[config.mk]
export PLATFORM = sky130hd
export DESIGN_NAME = ddr2_local_port_arbiter
export DESIGN_NICKNAME = d
export VERILOG_FILES = /design/src/rtl/ddr2_arb_pkg.sv /design/src/rtl/ddr2_arb_tag_fifo.sv /design/src/rtl/ddr2_local_port_arbiter.sv
export SDC_FILE = /design/constraint.sdc
export NUM_CORES = 1
export LEC_CHECK = 0
export ABC_AREA = 1
export CAP_MARGIN = 5
export CORE_MARGIN = 1.5
export CORE_UTILIZATION = 26
export CTS_CLUSTER_SIZE = 16
export DETAILED_ROUTE_END_ITERATION = 8
export DONT_BUFFER_PORTS = 1
export PLACE_DENSITY_LB_ADDON = 0.2
export SKIP_LAST_GASP = 1
export SLEW_MARGIN = 0
export SYNTH_ARGS = -nofsm -noshare
export SYNTH_HDL_FRONTEND = slang
export SYNTH_HIERARCHICAL = 1
export SYNTH_SLANG_ARGS = --single-unit
[constraint.sdc]
create_clock -name phy_clk -period 3 [get_ports phy_clk]
set_clock_uncertainty 0.1 [all_clocks]
set_input_delay 0.45 -clock phy_clk [delete_from_list [all_inputs] [get_ports phy_clk]]
set_output_delay 0.45 -clock phy_clk [all_outputs]
set_load 0.01 [all_outputs]
[src/rtl/ddr2_arb_pkg.sv]
// ---------------------------------------------------------------------------
// ddr2_arb_pkg
// Shared definitions for the DDR2 local-port arbiter:
//   - arb_state_e : command-path FSM encoding (IDLE, WBURST)
//   - SIZE_MAX_W  : widest burst-size field the helpers handle
//   - size_norm() : burst size with 0 mapped to 1
//   - tag_w()     : width of a read tag entry {port id, size}
// ---------------------------------------------------------------------------
package ddr2_arb_pkg;

    typedef enum logic [0:0] {
        IDLE   = 1'b0,
        WBURST = 1'b1
    } arb_state_e;

    // Burst sizes are carried through the helper at this width.
    // SIZE_W of the arbiter must not exceed it.
    localparam int SIZE_MAX_W = 8;

    // A burst size of 0 means a single beat.
    function automatic logic [SIZE_MAX_W-1:0] size_norm(input logic [SIZE_MAX_W-1:0] size);
        return (size == '0) ? SIZE_MAX_W'(1) : size;
    endfunction

    // Read tag entry layout is {port id, normalised size}.
    function automatic int tag_w(input int num_ports, input int size_w);
        return $clog2(num_ports) + size_w;
    endfunction

endpackage

[src/rtl/ddr2_arb_tag_fifo.sv]
// ---------------------------------------------------------------------------
// ddr2_arb_tag_fifo
// In-order FIFO of outstanding read tags. Full/empty are registered, so a
// push offered while full is dropped even if a pop happens in the same cycle.
// Ports:
//   clk, rst      clock, synchronous active-high reset
//   push, din     write an entry (ignored while full)
//   pop           discard the head entry (ignored while empty)
//   dout          head entry (valid while !empty)
//   full, empty   registered occupancy flags
// ---------------------------------------------------------------------------
module ddr2_arb_tag_fifo #(
    parameter int DEPTH = 16,
    parameter int WIDTH = 4
) (
    input  logic             clk,
    input  logic             rst,
    input  logic             push,
    input  logic [WIDTH-1:0] din,
    input  logic             pop,
    output logic [WIDTH-1:0] dout,
    output logic             full,
    output logic             empty
);

    localparam int PTR_W = $clog2(DEPTH);

    logic [WIDTH-1:0] mem [DEPTH];
    logic [PTR_W-1:0] wr_ptr;
    logic [PTR_W-1:0] rd_ptr;
    logic [PTR_W:0]   count;
    logic [PTR_W:0]   count_next;
    logic             do_push;
    logic             do_pop;

    assign do_push = push && !full;
    assign do_pop  = pop && !empty;
    assign dout    = mem[rd_ptr];

    // NOTE: every variable written here gets a default first, so no path
    // leaves it unassigned and no latch is inferred.
    always_comb begin
        count_next = count;
        if (do_push && !do_pop) begin
            count_next = count + 1'b1;
        end else if (do_pop && !do_push) begin
            count_next = count - 1'b1;
        end
    end

    // NOTE: state registers use non-blocking assignments so every flop
    // samples pre-edge values regardless of statement order.
    always_ff @(posedge clk) begin
        if (rst) begin
            wr_ptr <= '0;
            rd_ptr <= '0;
            count  <= '0;
            full   <= 1'b0;
            empty  <= 1'b1;
        end else begin
            if (do_push) begin
                wr_ptr <= (wr_ptr == PTR_W'(DEPTH - 1)) ? '0 : wr_ptr + 1'b1;
            end
            if (do_pop) begin
                rd_ptr <= (rd_ptr == PTR_W'(DEPTH - 1)) ? '0 : rd_ptr + 1'b1;
            end
            count <= count_next;
            full  <= (count_next == (PTR_W + 1)'(DEPTH));
            empty <= (count_next == '0);
        end
    end

    // NOTE: the storage array is deliberately not reset; the pointers and
    // flags alone decide which entries are meaningful.
    always_ff @(posedge clk) begin
        if (do_push) begin
            mem[wr_ptr] <= din;
        end
    end

endmodule

[src/rtl/ddr2_local_port_arbiter.sv]
// ---------------------------------------------------------------------------
// ddr2_local_port_arbiter
// Multi-port front end for the DDR2 controller local interface.
// Round-robin command selection (registered pointer, combinational
// pass-through), write bursts held atomically, read data routed back to the
// issuing port through an in-order tag FIFO with one cycle of latency.
// Ports:
//   phy_clk, reset_phy_clk          clock, synchronous active-high reset
//   p_*                             flattened client ports, slice i = port i
//   p_ready                         per-port command/beat accept
//   p_rdata, p_rdata_valid          registered read return (valid one-hot)
//   local_*  (out)                  controller command/write path
//   local_ready, local_init_done    controller handshake/status
//   local_rdata, local_rdata_valid  controller read return
//   rd_underflow                    sticky: read data with no tag outstanding
// ---------------------------------------------------------------------------
module ddr2_local_port_arbiter
    import ddr2_arb_pkg::*;
#(
    parameter int NUM_PORTS = 2,
    parameter int ADDR_W    = 24,
    parameter int DATA_W    = 32,
    parameter int SIZE_W    = 3,
    parameter int TAG_DEPTH = 16
) (
    input  logic                          phy_clk,
    input  logic                          reset_phy_clk,
    input  logic [NUM_PORTS*ADDR_W-1:0]   p_address,
    input  logic [NUM_PORTS-1:0]          p_read_req,
    input  logic [NUM_PORTS-1:0]          p_write_req,
    input  logic [NUM_PORTS-1:0]          p_burstbegin,
    input  logic [NUM_PORTS*SIZE_W-1:0]   p_size,
    input  logic [NUM_PORTS*DATA_W-1:0]   p_wdata,
    input  logic [NUM_PORTS*DATA_W/8-1:0] p_be,
    output logic [NUM_PORTS-1:0]          p_ready,
    output logic [DATA_W-1:0]             p_rdata,
    output logic [NUM_PORTS-1:0]          p_rdata_valid,
    output logic [ADDR_W-1:0]             local_address,
    output logic [SIZE_W-1:0]             local_size,
    output logic [DATA_W-1:0]             local_wdata,
    output logic [DATA_W/8-1:0]           local_be,
    output logic                          local_read_req,
    output logic                          local_write_req,
    output logic                          local_burstbegin,
    input  logic                          local_ready,
    input  logic                          local_init_done,
    input  logic                          local_rdata_valid,
    input  logic [DATA_W-1:0]             local_rdata,
    output logic                          rd_underflow
);

    localparam int PID_W = $clog2(NUM_PORTS);
    localparam int BE_W  = DATA_W / 8;
    localparam int TAG_W = tag_w(NUM_PORTS, SIZE_W);

    arb_state_e       state, state_next;
    logic [PID_W-1:0] rr_ptr, rr_next;
    logic [PID_W-1:0] lock_port, lock_next;
    logic [SIZE_W-1:0] beats_left, beats_left_next;

    logic [PID_W-1:0]  grant;
    logic [PID_W-1:0]  cand;
    logic              found;
    logic              arb_en;
    logic              fwd_read;
    logic              fwd_write;
    logic              accept;
    logic [SIZE_W-1:0] sel_size;
    logic [SIZE_W-1:0] sel_size_n;

    logic              tag_full;
    logic              tag_empty;
    logic              tag_push;
    logic              tag_pop;
    logic [TAG_W-1:0]  tag_head;
    logic [PID_W-1:0]  head_port;
    logic [SIZE_W-1:0] head_size;
    logic [SIZE_W-1:0] rd_beats_done;

    // ---------------- round-robin selector ----------------
    // Offsets are scanned from the far end down so the nearest requester
    // to rr_ptr is the last (winning) assignment.
    always_comb begin
        found = 1'b0;
        grant = rr_ptr;
        cand  = rr_ptr;
        if (state == WBURST) begin
            grant = lock_port;
            found = p_write_req[lock_port];
        end else begin
            for (int k = NUM_PORTS - 1; k >= 0; k--) begin
                cand = PID_W'((int'(rr_ptr) + k) % NUM_PORTS);
                if (p_read_req[cand] || p_write_req[cand]) begin
                    found = 1'b1;
                    grant = cand;
                end
            end
        end
    end

    // A port raising both strobes is treated as a write; reads are never
    // forwarded while a write burst holds the path.
    assign arb_en     = local_init_done && !reset_phy_clk;
    assign fwd_write  = arb_en && found && p_write_req[grant];
    assign fwd_read   = arb_en && found && (state == IDLE) &&
                        p_read_req[grant] && !p_write_req[grant];
    assign accept     = (fwd_write || fwd_read) && local_ready && !(fwd_read && tag_full);
    assign sel_size   = p_size[int'(grant)*SIZE_W +: SIZE_W];
    assign sel_size_n = SIZE_W'(size_norm(SIZE_MAX_W'(sel_size)));

    always_comb begin
        p_ready = '0;
        if (fwd_write || fwd_read) begin
            p_ready[grant] = local_ready && !(fwd_read && tag_full);
        end
    end

    assign local_address    = p_address[int'(grant)*ADDR_W +: ADDR_W];
    assign local_size       = sel_size;
    assign local_wdata      = p_wdata[int'(grant)*DATA_W +: DATA_W];
    assign local_be         = p_be[int'(grant)*BE_W +: BE_W];
    assign local_read_req   = fwd_read;
    assign local_write_req  = fwd_write;
    assign local_burstbegin = fwd_write && (state == IDLE) && p_burstbegin[grant];

    // ---------------- command FSM ----------------
    always_comb begin
        state_next      = state;
        rr_next         = rr_ptr;
        lock_next       = lock_port;
        beats_left_next = beats_left;
        if (accept) begin
            rr_next = (grant == PID_W'(NUM_PORTS - 1)) ? '0 : grant + 1'b1;
            case (state)
                IDLE: begin
                    if (fwd_write && (sel_size_n > SIZE_W'(1))) begin
                        beats_left_next = sel_size_n - 1'b1;
                        lock_next       = grant;
                        state_next      = WBURST;
                    end
                end
                WBURST: begin
                    beats_left_next = beats_left - 1'b1;
                    if (beats_left == SIZE_W'(1)) begin
                        state_next = IDLE;
                    end
                end
                default: state_next = IDLE;
            endcase
        end
    end

    always_ff @(posedge phy_clk) begin
        if (reset_phy_clk) begin
            state      <= IDLE;
            rr_ptr     <= '0;
            lock_port  <= '0;
            beats_left <= '0;
        end else begin
            state      <= state_next;
            rr_ptr     <= rr_next;
            lock_port  <= lock_next;
            beats_left <= beats_left_next;
        end
    end

    // ---------------- read tag FIFO ----------------
    assign tag_push  = accept && fwd_read;
    assign head_port = tag_head[TAG_W-1 -: PID_W];
    assign head_size = tag_head[SIZE_W-1:0];
    // Beats are counted up against the stored size; the entry leaves the
    // FIFO on the beat that completes it.
    assign tag_pop   = local_rdata_valid && !tag_empty &&
                       ((rd_beats_done + SIZE_W'(1)) == head_size);

    ddr2_arb_tag_fifo #(
        .DEPTH (TAG_DEPTH),
        .WIDTH (TAG_W)
    ) u_tag_fifo (
        .clk   (phy_clk),
        .rst   (reset_phy_clk),
        .push  (tag_push),
        .din   ({grant, sel_size_n}),
        .pop   (tag_pop),
        .dout  (tag_head),
        .full  (tag_full),
        .empty (tag_empty)
    );

    // ---------------- read return router ----------------
    always_ff @(posedge phy_clk) begin
        if (reset_phy_clk) begin
            p_rdata       <= '0;
            p_rdata_valid <= '0;
            rd_underflow  <= 1'b0;
            rd_beats_done <= '0;
        end else begin
            p_rdata_valid <= '0;
            if (local_rdata_valid) begin
                if (tag_empty) begin
                    rd_underflow <= 1'b1;
                end else begin
                    p_rdata_valid <= NUM_PORTS'(1) << head_port;
                    p_rdata       <= local_rdata;
                    rd_beats_done <= tag_pop ? '0 : rd_beats_done + 1'b1;
                end
            end
        end
    end

endmodule

==> metrics, run 1 <==
Slew HR 46.1%; drt initial violations between 300 and 400; ranking of synthesized cells by area edfxtp_1, dfxtp_1, nand2_1; cell count after synthesis 816; DRC 0; status complete, no violations; Max FO, Critical Path 49; DR WL/cell 17.4 um; clock latency on the worst-skew pair about 420 ps; total grt overflow 0; initial core utilization a little over a quarter; Slowest cell on crit path dfxtp_1; worst path required time 2450 ps; num rows 57; antenna fix cells 0; IO Pins 272; clock slew seen by the registers of the worst setup and hold paths 60 ps; Via Count 5,287; GRT Util Overall between 10% and 20%; share of layout cells above drive strength 1 11.8%; first-pass GRT wire length a little under 30,000 um; Fillers 2,573; crit-path leading delay family buffers and inverters; final antenna-violating net count 0; Hold Crit Start local_rdata[2]; arrival time worst endpoint 2220 ps; Lkg Pwr around 3.1 nW; Finish-stage setup viols 0; largest net degree at the start of global routing 50; min Tclk post-route about 2800 ps; crit-path max cell delay roughly 360 ps; kind of critical path flop to primary output; peak supply drop ~0.32 mV; Avg Vias per Cell 4.55; Synth Net Count 996; final-report max-slew violation count 0; library cells used by synthesis 38; CTS Sinks 127; area leader, netlist edfxtp_1; TritonCTS clock tree done; number of synthesis warnings 6; Layout area overhead 17.7%; port bufs 0; H-tree levels 4; Final GP Congestion ~0.82; DP Wirelength between 10,000 and 15,000 um; Mean Syn Cell Area 7.79 um2; slew at the pin closest to its max-slew limit between 800 and 900 ps; Num CTS Buffers 17; max cap viols 0; type of the worst min-delay path primary input to flop; Core Region 0.0242 mm2; crit path cell chain inv_1 -> a21oi_4 -> nand2_4 -> nand2_4 -> buf_6 -> inv_2 -> buf_12 -> nand2_1 -> nand2_1 -> buf_4; Critical path origin rr_ptr$_SDFFE_PP0P_; CP bufs+invs 5; Final Non-Filler Cells 1,163; Fin. Hold Viols 0; startpoint type of the worst setup path flop; crit share post-route 92.3%; antenna violations before repair 0; top-area cell type share of the netlist area a little under a third; Die Ht 159 um; drt total wl 20,200 um; root buf cell clkbuf_16; Cells after DPL 1,128; total power 4.47 mW; Synth Cell Area about 0.0064 mm2; Die Wd ~160 um; FF+latch count, synth 127; fmax ~360 MHz; die area 0.0254 mm2; CP endpoint kind primary output; post-layout net count 1,006; post-synthesis sequential area ratio 50.1%; total negative setup slack 0 ps; Clock Tree Buf Depth 2; vias in the first global route 4,985; power per cell area 598 mW/mm2; drt first pass iters 7
## flip-flops by register name, indices dropped and copies added, names as in the netlist, 2 cells and up, named ones only
register / cells
p_rdata_valid: 2
u_tag_fifo/wr_ptr: 4
p_rdata: 32
u_tag_fifo/mem: 64
beats_left: 3
u_tag_fifo/rd_ptr: 4
u_tag_fifo/count: 5
rd_beats_done: 3
## synthesized netlist by cell type, drive strengths merged
cell type	n
nor2	167
edfxtp	64
or2	1
o21ai	80
o21a	1
o211ai	16
buf	16
ha	11
nand3	25
a21oi	13
xor2	3
nand2	267
and3	1
clkbuf	19
nor4	2
nand4	4
mux2i	1
dfxtp	63
a31oi	1
nand3b	2
inv	53
xnor2	2
nor3	4
## final timing paths
path | end | slack (ps) | cells after the start
hold reg to reg | rd_beats_done[1]$_SDFFE_PP0P_ | 370 | 2
setup reg to reg | u_tag_fifo/full$_SDFF_PP0_ | 280 | 17
setup / recovery | local_wdata[24] | 230 | 10
hold / removal | p_rdata[2]$_SDFFE_PP0P_ | 70 | 2
## cell families after synthesis
kind of cell | synth area share [%]
simple gates | 31.6
flops | 50.1
compound gates | 9.61
buf+inv | 5.73
fa+ha+maj | 2.17
xor+xnor | 0.689
mux | 0.158
## report_power, final
| group | switching (mW) | leakage (nW) | internal (mW) |
|---|---|---|---|
| combinational | 0.348 | 1.76 | 0.125 |
| clock | 0.750 | 0.279 | 1.32 |
| sequential | 0.0533 | 1.09 | 1.88 |
## layer usage
layer / up-vias / GRT usage (%) / wire length [um]
met3: 19 / 4.79 / 1240
met2: 194 / 28.5 / 10600
met4: 0 / 5.27 / 327
met5: - / 0 / 0
li1: 2657 / - / -
met1: 2417 / 17.2 / 8020
## final cells by class
| type | instances | area [um2] | area share [%] |
|---|---|---|---|
| clock buffers | 20 | 447 | 5.97 |
| clock inverters | 12 | 143 | 1.91 |
| inverters | 53 | 201 | 2.69 |
| multi-input cells | 601 | 2840 | 37.9 |
| flip-flops and latches | 127 | 3190 | 42.6 |
| well taps | 324 | 405 | 5.42 |
| repair buffers | 26 | 260 | 3.48 |
## repair_timing
| action | in CTS | in global routing |
|---|---|---|
| pin swaps | 0 | 8 |
| hold endpoints to repair | 11 | 0 |
| cloned | 0 | 1 |
| resized for setup | 2 | 11 |
| hold buffers | 1 | 0 |
| setup endpoints to repair | 15 | 13 |
| buffers inserted | 0 | 1 |
## layout by cell type, fill, tap and decap left out, types with 2 or more instances in the layout
cell type   instances
a21oi_1            12
buf_12              3
buf_4              19
buf_6               2
bufinv_16           3
clkbuf_1            2
clkbuf_16          18
clkinv_1            3
clkinv_2            2
clkinvlp_4          3
dfxtp_1            61
edfxtp_1           64
ha_1               11
inv_1              45
inv_2               7
nand2_1           251
nand2_2             9
nand2_4             7
nand3_1            21
nand3_2             3
nand3b_1            2
nand4_1             4
nor2_1            154
nor2_2             10
nor2_8              2
nor3_1              3
o211ai_1           16
o21ai_0            72
o21ai_1             8
xor2_1              3
## stage by stage
step / hold slack [ps] / utilization, % / cell area [um2] / setup WS [ps]
after CTS: 53.8 / 30.7 / 7410 / 52.1
after detailed placement: 363 / 28.1 / 6810 / 222
after global placement: 364 / 28.1 / 6810 / 216
after floorplan: 347 / - / 6350 / 543
final: 75.0 / 30.9 / 7480 / 232
after global routing: 49.7 / 30.9 / 7480 / -31.5
(Power assumes the default switching activity.)
==> run 2, diff against run 1 <==
--- a/config.mk
+++ b/config.mk
@@ -6,6 +6,7 @@
 export NUM_CORES = 1
 export LEC_CHECK = 0
 export ABC_AREA = 1
+export ABC_CLOCK_PERIOD_IN_PS = 3000
 export CAP_MARGIN = 5
 export CORE_MARGIN = 1.5
 export CORE_UTILIZATION = 26
==> results of run 2 <==
Same layout as run 1: the final DEF is identical, and so are final timing and power.
==> run 3, diff against run 2 <==
--- a/config.mk
+++ b/config.mk
@@ -6,7 +6,6 @@
 export NUM_CORES = 1
 export LEC_CHECK = 0
 export ABC_AREA = 1
-export ABC_CLOCK_PERIOD_IN_PS = 3000
 export CAP_MARGIN = 5
 export CORE_MARGIN = 1.5
 export CORE_UTILIZATION = 26
==> constraint.sdc (replaced) <==
create_clock -name phy_clk -period 3.5 [get_ports phy_clk]
set_clock_uncertainty 0.1 [all_clocks]
set_input_delay 0.525 -clock phy_clk [delete_from_list [all_inputs] [get_ports phy_clk]]
set_output_delay 0.525 -clock phy_clk [all_outputs]
set_load 0.01 [all_outputs]
==> metrics, run 3 (same netlist as run 1, synthesis figures left out) <==
RSZ-0062 raised after global routing false; largest net degree at the start of global routing 83; first-pass GRT wire length 30,200 um; peak supply drop 0.249 mV; total grt overflow 0; crit share post-route 84.2%; flip-flop count of the largest register after layout 64; Slowest cell on crit path inv_2; die area ~0.025 mm2; total power 3.71 mW; crit-path max cell delay 700 ps; arrival time worst endpoint 2320 ps; TritonCTS clock tree done; Top reg by flops u_tag_fifo/mem; crit path cell chain a21oi_4 -> nand2_4 -> nand2_4 -> inv_2 -> nand2_1 -> nand2_1; CTS Sinks about 130; drt total wl 20,000 um; Die Wd 159 um; IO Pins 272; number of gates resized after CTS 0; clock latency on the worst-skew pair 410 ps; commonest cells after routing, fill and taps aside nand2_1, nor2_1, o21ai_0; crit-path leading delay family buffers and inverters; Finish-stage setup viols 0; Clock Tree Buf Depth 2; DR WL/cell 17.4 um; hold-fix buffers at CTS 0; Seq. cell area 0.00318 mm2; Fillers 2,581; port bufs 0; share of layout cells above drive strength 1 10.3%; Final GP Congestion 0.844; vias in the first global route 5,017; worst path required time roughly 2900 ps; Layout area overhead 14.3%; startpoint type of the worst setup path flop; final antenna-violating net count 0; most common cell after layout, fill and taps aside nand2_1; status complete, no violations; CP bufs+invs 1; Core Region 0.0242 mm2; Slew HR a little over a quarter; min Tclk post-route just under 3000 ps; antenna fix cells 0; H-tree levels 4; power per cell area 511 mW/mm2; Via Count 5,222; antenna violations before repair 0; Num CTS Buffers 17; type of the worst min-delay path primary input to flop; CP endpoint kind primary output; initial core utilization 26.3%; clock slew seen by the registers of the worst setup and hold paths 60 ps; kind of critical path flop to primary output; num rows 57; post-CTS setup buffers 0; area taken by multi-input logic gates 0.00281 mm2; drt initial violations 282; final-report max-slew violation count 0; total negative setup slack 0 ps; Avg Vias per Cell 4.54; Max FO, Critical Path 63; Die Ht about 160 um; Top Registers u_tag_fifo/mem x64, p_rdata x32, u_tag_fifo/count x5; drt first pass iters 5; Fin. Hold Viols 0; max cap viols 0; GRT Util Overall 15.7%; slew at the pin closest to its max-slew limit 1100 ps; post-layout net count 992; DP Wirelength approximately 15,000 um; fmax 339 MHz; DRC 0; root buf cell clkbuf_16; Lkg Pwr 3.02 nW
[run 3: cell count changes in the layout (fill, tap and decap cells not counted), sizes merged]
| cell | change |
|---|---|
| buf | -12 |
| clkinvlp | -3 |
| inv | +7 |
| dlygate4sd3 | -1 |
| bufinv | -3 |
| clkbuf | -2 |
[run 3: metrics by stage]
step | util (%) | worst slack (ps) | cells | hold WS, ps | area (um2)
after floorplan | - | 1040 | 816 | 347 | 6350
after global placement | 27.7 | 590 | 1117 | 364 | 6700
after detailed placement | 27.7 | 590 | 1117 | 370 | 6700
after CTS | 30.0 | 518 | 1149 | 52.7 | 7260
after global routing | 30.0 | 391 | 1149 | 50.4 | 7260
final | 30.0 | 553 | 1149 | 71.6 | 7260
[run 3: area by class of cell]
cell class              instances  area share (%)
clock buffers                  19            6.39
clock inverters                13            1.38
inverters                      53            2.74
multi-input cells             601            38.7
flip-flops and latches        127            43.8
well taps                     324            5.58
repair buffers                 12            1.41
[run 3: metal layers]
layer,vias up,share of wire (%),GRT usage (%),routed length (um)
met2,184,53,29.6,10700
met3,22,5.6,3.91,1130
met1,2386,38,16.7,7700
li1,2630,-,-,-
met5,-,0,0,0
met4,0,2.4,5.92,478
[run 3: worst register-to-register path, cell delays in order (launching register included)]
cell	delay [ps]
dfxtp_1	480
inv_2	150
o21ai_1	190
nand2_2	120
nor2_2	180
nand2_2	130
inv_2	80
nand2_1	50
inv_1	120
inv_2	80
nor2_8	170
nand2_1	150
nor2_1	500
[run 3: final timing paths]
path         cells after the start                     startpoint                              to  slack (ps)
min                              1                  reset_phy_clk       rd_underflow$_SDFFE_PP0P_          70
max reg2reg                     12             state$_SDFFE_PP0P_  u_tag_fifo/mem[4][1]$_DFFE_PP_         640
min reg2reg                      2  rd_beats_done[1]$_SDFFE_PP0P_   rd_beats_done[1]$_SDFFE_PP0P_         380
max                              6             state$_SDFFE_PP0P_                  local_wdata[6]         550
[run 3: power by group]
part / internal (mW) / leakage (nW) / switching (mW)
Clock: 0.979 / 0.284 / 0.700
Sequential: 1.61 / 1.09 / 0.0445
Combinational: 0.0928 / 1.64 / 0.280
Total: 2.68 / 3.02 / 1.02
